==> src/rtl/sell_settle_pkg.sv <==
// Shared types, widths and constants for the sell settlement block.
package sell_settle_pkg;

  localparam int QTY_W      = 8;
  localparam int PRICE_W    = 12;
  localparam int CASH_W     = 24;
  localparam int PROD_W     = QTY_W + PRICE_W;
  localparam int MUL_CYCLES = 8;

  localparam logic [CASH_W-1:0] CASH_SAT = 24'hFFFFFF;

  typedef enum logic [2:0] {
    S_IDLE   = 3'd0,
    S_CHECK  = 3'd1,
    S_MUL_A  = 3'd2,
    S_MUL_C  = 3'd3,
    S_COMMIT = 3'd4,
    S_ERROR  = 3'd5
  } state_t;

  // Add both proceeds to cash, clamping at the all-ones value.
  function automatic logic [CASH_W-1:0] sat_add(
    input logic [CASH_W-1:0] cash,
    input logic [PROD_W-1:0] proc_a,
    input logic [PROD_W-1:0] proc_c
  );
    logic [CASH_W:0] sum;
    sum = {1'b0, cash} + {5'd0, proc_a} + {5'd0, proc_c};
    if (sum[CASH_W]) begin
      return CASH_SAT;
    end else begin
      return sum[CASH_W-1:0];
    end
  endfunction

endpackage

==> src/rtl/sell_settle_shift_add_mul.sv <==
// Sequential 8x12 shift-add multiplier: start edge plus 7 more edges, done pulses
// for one cycle once the 20-bit product is final.
module shift_add_mul
  import sell_settle_pkg::*;
(
  input  logic               clk,
  input  logic               rst_n,
  input  logic               start,
  input  logic [QTY_W-1:0]   a,
  input  logic [PRICE_W-1:0] b,
  output logic [PROD_W-1:0]  product,
  output logic               done
);

  logic [PROD_W-1:0] mcand;
  logic [QTY_W-1:0]  mplier;
  logic [2:0]        cnt;
  logic              run;

  // The start edge already consumes multiplier bit 0.
  always_ff @(posedge clk or negedge rst_n) begin
    if (!rst_n) begin
      product <= 20'd0;
      mcand   <= 20'd0;
      mplier  <= 8'd0;
      cnt     <= 3'd0;
      run     <= 1'b0;
      done    <= 1'b0;
    end else if (start) begin
      product <= a[0] ? {8'd0, b} : 20'd0;
      mcand   <= {7'd0, b, 1'b0};
      mplier  <= {1'b0, a[QTY_W-1:1]};
      cnt     <= 3'd1;
      run     <= 1'b1;
      done    <= 1'b0;
    end else if (run) begin
      product <= product + (mplier[0] ? mcand : 20'd0);
      mcand   <= {mcand[PROD_W-2:0], 1'b0};
      mplier  <= {1'b0, mplier[QTY_W-1:1]};
      cnt     <= cnt + 3'd1;
      if (cnt == 3'd7) begin
        run  <= 1'b0;
        done <= 1'b1;
      end else begin
        done <= 1'b0;
      end
    end else begin
      done <= 1'b0;
    end
  end

endmodule

==> src/rtl/sell_settle.sv <==
// Sell settlement: validates a sell request, prices both legs on one shared
// multiplier, then commits saturated cash and reduced holdings.
module sell_settle
  import sell_settle_pkg::*;
#(
  parameter logic [CASH_W-1:0] INIT_CASH  = 24'd1000,
  parameter logic [QTY_W-1:0]  INIT_QTY_A = 8'd10,
  parameter logic [QTY_W-1:0]  INIT_QTY_C = 8'd10
) (
  input  logic               CLOCK_50,
  input  logic               resetn,
  input  logic               exit,
  input  logic [QTY_W-1:0]   stockA_sold,
  input  logic [QTY_W-1:0]   stockC_sold,
  input  logic [PRICE_W-1:0] stockA_price,
  input  logic [PRICE_W-1:0] stockC_price,
  input  logic               err_clear,
  output logic [QTY_W-1:0]   stockA_qty,
  output logic [QTY_W-1:0]   stockC_qty,
  output logic [CASH_W-1:0]  current_cash,
  output logic               busy,
  output logic               done,
  output logic               error
);

  state_t             state;
  logic [QTY_W-1:0]   sold_a;
  logic [QTY_W-1:0]   sold_c;
  logic [PRICE_W-1:0] price_a;
  logic [PRICE_W-1:0] price_c;
  logic [PROD_W-1:0]  proc_a;
  logic [2:0]         cnt;
  logic               mul_start;
  logic               mul_done;
  logic [PROD_W-1:0]  mul_product;
  logic [QTY_W-1:0]   mul_a;
  logic [PRICE_W-1:0] mul_b;

  assign mul_a = (state == S_MUL_C) ? sold_c  : sold_a;
  assign mul_b = (state == S_MUL_C) ? price_c : price_a;

  shift_add_mul u_mul (
    .clk     (CLOCK_50),
    .rst_n   (resetn),
    .start   (mul_start),
    .a       (mul_a),
    .b       (mul_b),
    .product (mul_product),
    .done    (mul_done)
  );

  // Settlement FSM; the multiplier samples mul_start on the first edge of each MUL state.
  always_ff @(posedge CLOCK_50 or negedge resetn) begin
    if (!resetn) begin
      state        <= S_IDLE;
      sold_a       <= 8'd0;
      sold_c       <= 8'd0;
      price_a      <= 12'd0;
      price_c      <= 12'd0;
      proc_a       <= 20'd0;
      cnt          <= 3'd0;
      mul_start    <= 1'b0;
      stockA_qty   <= INIT_QTY_A;
      stockC_qty   <= INIT_QTY_C;
      current_cash <= INIT_CASH;
      busy         <= 1'b0;
      done         <= 1'b0;
      error        <= 1'b0;
    end else begin
      case (state)
        S_IDLE: begin
          done <= 1'b0;
          if (exit) begin
            sold_a  <= stockA_sold;
            sold_c  <= stockC_sold;
            price_a <= stockA_price;
            price_c <= stockC_price;
            busy    <= 1'b1;
            state   <= S_CHECK;
          end else begin
            busy <= 1'b0;
          end
        end
        S_CHECK: begin
          if ((sold_a > stockA_qty) || (sold_c > stockC_qty)) begin
            busy  <= 1'b0;
            error <= 1'b1;
            state <= S_ERROR;
          end else begin
            mul_start <= 1'b1;
            cnt       <= 3'd0;
            state     <= S_MUL_A;
          end
        end
        S_MUL_A: begin
          cnt <= cnt + 3'd1;
          if (cnt == 3'(MUL_CYCLES - 1)) begin
            mul_start <= 1'b1;
            cnt       <= 3'd0;
            state     <= S_MUL_C;
          end else begin
            mul_start <= 1'b0;
          end
        end
        S_MUL_C: begin
          mul_start <= 1'b0;
          cnt       <= cnt + 3'd1;
          // Leg A's product is still held on the edge the C multiply loads.
          if (mul_done) begin
            proc_a <= mul_product;
          end
          if (cnt == 3'(MUL_CYCLES - 1)) begin
            state <= S_COMMIT;
          end
        end
        S_COMMIT: begin
          current_cash <= sat_add(current_cash, proc_a, mul_product);
          stockA_qty   <= stockA_qty - sold_a;
          stockC_qty   <= stockC_qty - sold_c;
          busy         <= 1'b0;
          done         <= 1'b1;
          state        <= S_IDLE;
        end
        S_ERROR: begin
          busy <= 1'b0;
          if (err_clear) begin
            error <= 1'b0;
            state <= S_IDLE;
          end else begin
            error <= 1'b1;
          end
        end
        default: begin
          busy      <= 1'b0;
          done      <= 1'b0;
          error     <= 1'b0;
          mul_start <= 1'b0;
          state     <= S_IDLE;
        end
      endcase
    end
  end

endmodule

==> config.mk <==
export PLATFORM = sky130hd
export DESIGN_NAME = sell_settle
export DESIGN_NICKNAME = d
export VERILOG_FILES = /design/src/rtl/sell_settle_pkg.sv /design/src/rtl/sell_settle_shift_add_mul.sv /design/src/rtl/sell_settle.sv
export SDC_FILE = /design/constraint.sdc
export NUM_CORES = 1
export LEC_CHECK = 0
export ABC_AREA = 1
export BUFFER_PORTS_ARGS = -buffer_cell sky130_fd_sc_hd__buf_2
export CAP_MARGIN = 5
export CORE_UTILIZATION = 40
export DETAILED_ROUTE_END_ITERATION = 16
export HOLD_SLACK_MARGIN = 0.1
export SYNTH_ARGS = -nofsm -noshare
export SYNTH_HDL_FRONTEND = slang
export SYNTH_HIERARCHICAL = 1
export SYNTH_SLANG_ARGS = --single-unit
export TNS_END_PERCENT = 10
==> constraint.sdc <==
create_clock -name CLOCK_50 -period 2.75 [get_ports CLOCK_50]
set_clock_uncertainty 0.05 [all_clocks]
set_input_delay 0 -clock CLOCK_50 [delete_from_list [all_inputs] [get_ports CLOCK_50]]
set_output_delay 0 -clock CLOCK_50 [all_outputs]
set_load 0.02 [all_outputs]
[Word-level counts from Yosys, hierarchy flattened]
Index checks and enable logic that the tools add are counted.
Storage, ports and cells
  memories kept: 0
  bits in registers: 163
  input bits: 44
  output and inout port bits: 43
  memory bits (read-only): 0
  latch bits: 0
  memory bits (writable): 0
  word-level logic and storage cells: 98
Cells by class
  $add $sub $neg: 7
  multiplexer cells: 38
  div/mod/pow operators: 0
  shifts and indexed selects: 0
  eq/ne operators: 13
  multiply operators: 0
  reduce and logical (&&, ||, !) cells: 15
  bitwise gates (word level): 3
  order comparisons: 2
Operators by type and width (count)
  20-bit 2-to-1 mux: 5
  3-bit 2-to-1 mux: 9
  24-bit by 20-bit adder with 25-bit output: 1
  25-bit by 20-bit adder with 25-bit output: 1
  12-bit 2-to-1 mux: 2
  24-bit 2-to-1 mux: 1
  8-bit 2-to-1 mux: 3
  20-bit adder: 1
  8-bit > comparator: 2
  8-bit subtractor: 2
  3-bit case mux with 5 select lines: 1
  3-bit equality test, second input constant: 4
  1-bit 2-to-1 mux: 12
  2-bit AND reduction: 6
  2-bit inequality test, second input constant: 5
  1-bit case mux with 3 select lines: 3
  3-bit case mux with 3 select lines: 1
  4-bit OR reduction: 2
  3-bit by 1-bit adder with 3-bit output, second input constant: 2
  3-bit by 2-bit equality test with 1-bit output, second input constant: 2
  4-bit AND reduction: 1
  3-bit by 1-bit equality test with 1-bit output, second input constant: 1
  3-bit zero test: 1
  1-bit NOT: 3
  other kinds (7): 7

[Logic depth before layout (Yosys ltp)]
  depth after elaboration: 4
  mapped depth: 17
  depth with buffers taken out: 17

[Cells and area by module]
Netlist, hierarchy kept.
Modules (own cells, without submodules)
  sell_settle: sequential area each 2765.2 um^2, times used 1, area each 7085.5 um^2, cells each 855
  shift_add_mul: sequential area each 1276.2 um^2, times used 1, area each 3337.0 um^2, cells each 449

[Worst setup path after synthesis]
OpenSTA, ideal clock, no wires.
  path type: register to register
  start: register current_cash[1]
  end: register current_cash[17]
  library setup time: 118 ps
  buffers on the path: 0
  path slack: 200 ps
  clock period less this slack: 2550 ps
  data arrival time: 2382 ps
  required time: 2582 ps
  cell stages (with the launch flop): 15
  path through: dfrtp_1 > fa_1 > ha_1 > inv_1 > fa_1 > inv_1 > nand3_1 > nand3_1 > nand2_1 > nand2_1 > nand2_1 > nand3_1 > nand2_1 > nor2_2 > nor2_2
Between the ends
  cells in the longest elaborated chain, start to end: 3
Ends and longest elaborated chain
  from (decl): line sell_settle.sv:20  | output logic [CASH_W-1:0] current_cash,
  from (signal assigned): line sell_settle.sv:117  | current_cash <= sat_add(current_cash, proc_a, mul_product);
  24-bit by 20-bit adder with 25-bit output: line sell_settle_pkg.sv:28  | sum = {1'b0, cash} + {5'd0, proc_a} + {5'd0, proc_c};
  25-bit by 20-bit adder with 25-bit output: line sell_settle_pkg.sv:28
  24-bit 2-to-1 mux: line sell_settle_pkg.sv:29  | if (sum[CASH_W]) begin
No other way between the ends.
A chain may end at the register's enable or synchronous reset.

==> impl_results.md <==
- Total CTS buffers: 17
- Drt total wl: 26.21 mm
- Crit path buf inv count: 2
- Sink Count: 161
- Slew of the pin with the lowest slew margin: 653.5 ps
- Reg2Reg Capture Point: cnt[0]
- Endpoints failing hold: 0
- Clock Path Buffers: 2
- DP HPWL: 20.00 mm
- Arr. time, crit path: 2860 ps
- Worst-Skew Late Latency: 430 ps
- Syn Nets: 1430
- Req. time, crit path: 3010 ps
- Rel. slew slack: 56.43%
- Crit share post-route: 94.32%
- M1 GR Usage: 26.99%
- Net count, final: 1587
- Hold_ws: 273.2 ps
- Vias in the first global route: 8884
- Synth warn: 6
- Async SR Flop Fraction: 100.0%
- Boundary Pins: 87
- Synthesis-to-layout area growth: 20.16%
- MaxCap Viol Count: 0
- Layout cell share with drive strength beyond 1: 19.88%
- DRC Markers: 0
- Prevailing post-synth register cell: dfrtp_1
- Total number of vias: 8880
- Crit path launch type: register
- Crit-path max cell delay: 430 ps
- First-pass GRT wire length: 43.62 mm
- Initial antenna violation count: 0
- Post-synthesis register bit count: 161
- Largest net degree at the start of global routing: 65
- CP top delay family: simple AND/OR/NAND/NOR gates
- Worst setup path endpoint: cnt[0]
- Fin. max-slew vios: 0
- Gr usage total: 20.72%
- Post-layout util: 49.31%
- Critical Path End Type: register
- R2r startpoint: sold_c[0]
- Routed Antenna Nets: 0
- Leakage: 6.576 nW
- Cell variety after synth: 42
- Die area: 0.02671 sq mm
- Drt pass-1 iters: 5
- Drt wl/cell: 14.53 microns
- Via density: 4.922
- GRT busiest layer: met2
- Fin crit period: 2594 ps
- DRT iter0 DRCs: 439
- Number of synthesized flops with an enable pin: 0
- Run status: finished clean
- Netlist Area Pre-Place: 0.01042 sq mm
- Cell Chain, Critical Path: ha_1 > fa_1 > inv_1 > nand3_1 > nand2_1 > inv_1 > o211ai_1 > nand3_1 > nand2_1 > o21ai_0
- Antenna diodes: 0
- H-tree depth: 4
- Clock Tree Root: clkbuf_16
- M3 GR Usage: 3.276%
- PwrDens: 1250 mW/mm^2
- Floorplan core area: 0.02540 sq mm
- Post-synthesis cell count: 1304
- Post-synthesis sequential area ratio: 38.78%
- Crit-path max FO: 6
- F_max: 385.5 MHz
- Slowest CP cell: dfrtp_1
- CTS tree: done
- Starting Density: 41.03%
- Syn Area/Cell: 7.993 sq um
- Die X: 163.4 microns
- Most common cell after layout, fill and taps aside: nand2_1
- Kind of critical path: reg -> reg
- Grt ovf: 0
- Final-report setup violation count: 0
- Met2 global-route usage: 35.23%
- PortBufs: 86
- GPL Wtd Cong: 0.9041
- Maximum VDD drop: 643.6 uV
- Hold Crit Class: in -> reg
- Worst Reg-to-Reg Cells: 10
- R2R setup slack: 160 ps
- CP Depth: 10
- Height of the chip: 163.4 microns
- Clk slew on worst S/H paths: 80 ps
- # rows: 58
- CP startpoint: sold_c[0]
- Commonest cells after routing, fill and taps aside: nand2_1, inv_1, dfrtp_1, nor2_1, buf_2
==> registers in the layout (all words and copies together), names as in the netlist, 7 cells and up <==
name	count
price_c	12
u_mul/mplier	7
stockC_qty	8
current_cash	24
sold_a	8
stockA_qty	8
u_mul/product	20
u_mul/mcand	19
sold_c	8
price_a	12
proc_a	20
==> routing by layer <==
metal / vias up / part of all wire (%)
li1: 4503 / -
met1: 4158 / 47
met2: 193 / 48
met3: 26 / 3.5
met4: 0 / 1.6
met5: - / 0
==> cell families (layout without fill, tap and decap cells) <==
logic type	Yosys count	count (layout)	synth area share, %
buffers and inverters	213	383	8.139
adders and majority gates	82	82	11.57
xor gates and xnor gates	22	22	1.849
muxes	45	45	4.862
AOI/OAI and AO/OA	159	159	8.992
DFF	161	161	38.78
and+or+nand+nor	622	622	25.81
==> stage by stage <==
step	worst slack [ps]	cells	total power, mW	area (sq um)	setup TNS (ps)
floorplan	199.9	1304	10.59	10420	0
global route	-3.242	1804	17.18	12520	-3.242
detailed placement	55.55	1727	13.16	11440	0
finish	156.3	1804	15.65	12520	0
CTS	41.45	1804	15.67	12480	0
global placement	106.4	1727	13.04	11440	0
==> worst min-delay path: stages <==
cell           delay [ps]
dlygate4sd3_1         510
buf_2                  90
mux2_2                120
==> worst min-delay path by stage <==
stage | from | endpoint | slack (ps) | cells after the start
final | stockA_price[8] | price_a[8] | 270 | 3
after floorplan | resetn | busy | -350 | 0
after global placement | resetn | current_cash[19] | -10 | 1
after global routing | stockA_price[10] | price_a[10] | 260 | 3
after CTS | stockA_price[1] | price_a[1] | 250 | 3
after detailed placement | resetn | current_cash[19] | -10 | 1
==> where the power goes <==
group / switching, mW / leakage (nW) / internal (mW) / total, mW
Clock: 1.14 / 0.278 / 1.22 / 2.35
Sequential: 0.702 / 1.98 / 3.37 / 4.07
Combinational: 5.76 / 4.32 / 3.47 / 9.23
Total: 7.60 / 6.58 / 8.05 / 15.7
==> cell usage after synthesis (6+ instances only) <==
master | count | area share [%]
clkbuf_1 | 9 | 0.32
o22ai_1 | 13 | 0.78
nand3_1 | 72 | 3.5
o221ai_1 | 16 | 1.3
nand3b_1 | 7 | 0.50
inv_2 | 8 | 0.29
a21oi_1 | 57 | 2.7
inv_1 | 173 | 6.2
nand2_1 | 380 | 14
a21oi_2 | 6 | 0.50
nor2_2 | 29 | 1.7
nand2_2 | 13 | 0.78
fa_1 | 24 | 4.6
nor3_1 | 8 | 0.38
nor2_1 | 89 | 3.2
nand3_2 | 8 | 0.77
xor2_1 | 14 | 1.2
o21ai_0 | 48 | 2.3
xnor2_1 | 8 | 0.67
mux2_2 | 42 | 4.5
buf_2 | 17 | 0.82
dfrtp_1 | 151 | 36
ha_1 | 58 | 7.0
dfstp_2 | 10 | 2.5
==> repair_timing <==
action / CTS / global route
setup endpoints to repair: 0 / 21
resized for setup: 0 / 11
hold buffers: 45 / 0
hold endpoints to repair: 202 / 0
buffers inserted: 0 / 0
==> area by class of cell <==
class | count | area (sq um)
flip-flops and latches | 161 | 4041
inverters | 181 | 679.4
fillers | 2523 | 12880
multi-input cells | 930 | 5582
clock inverters | 15 | 165.2
clock buffers | 17 | 425.4
repair buffers | 170 | 1217
well taps | 330 | 412.9
Note: power is estimated with default switching activity, not from simulation.
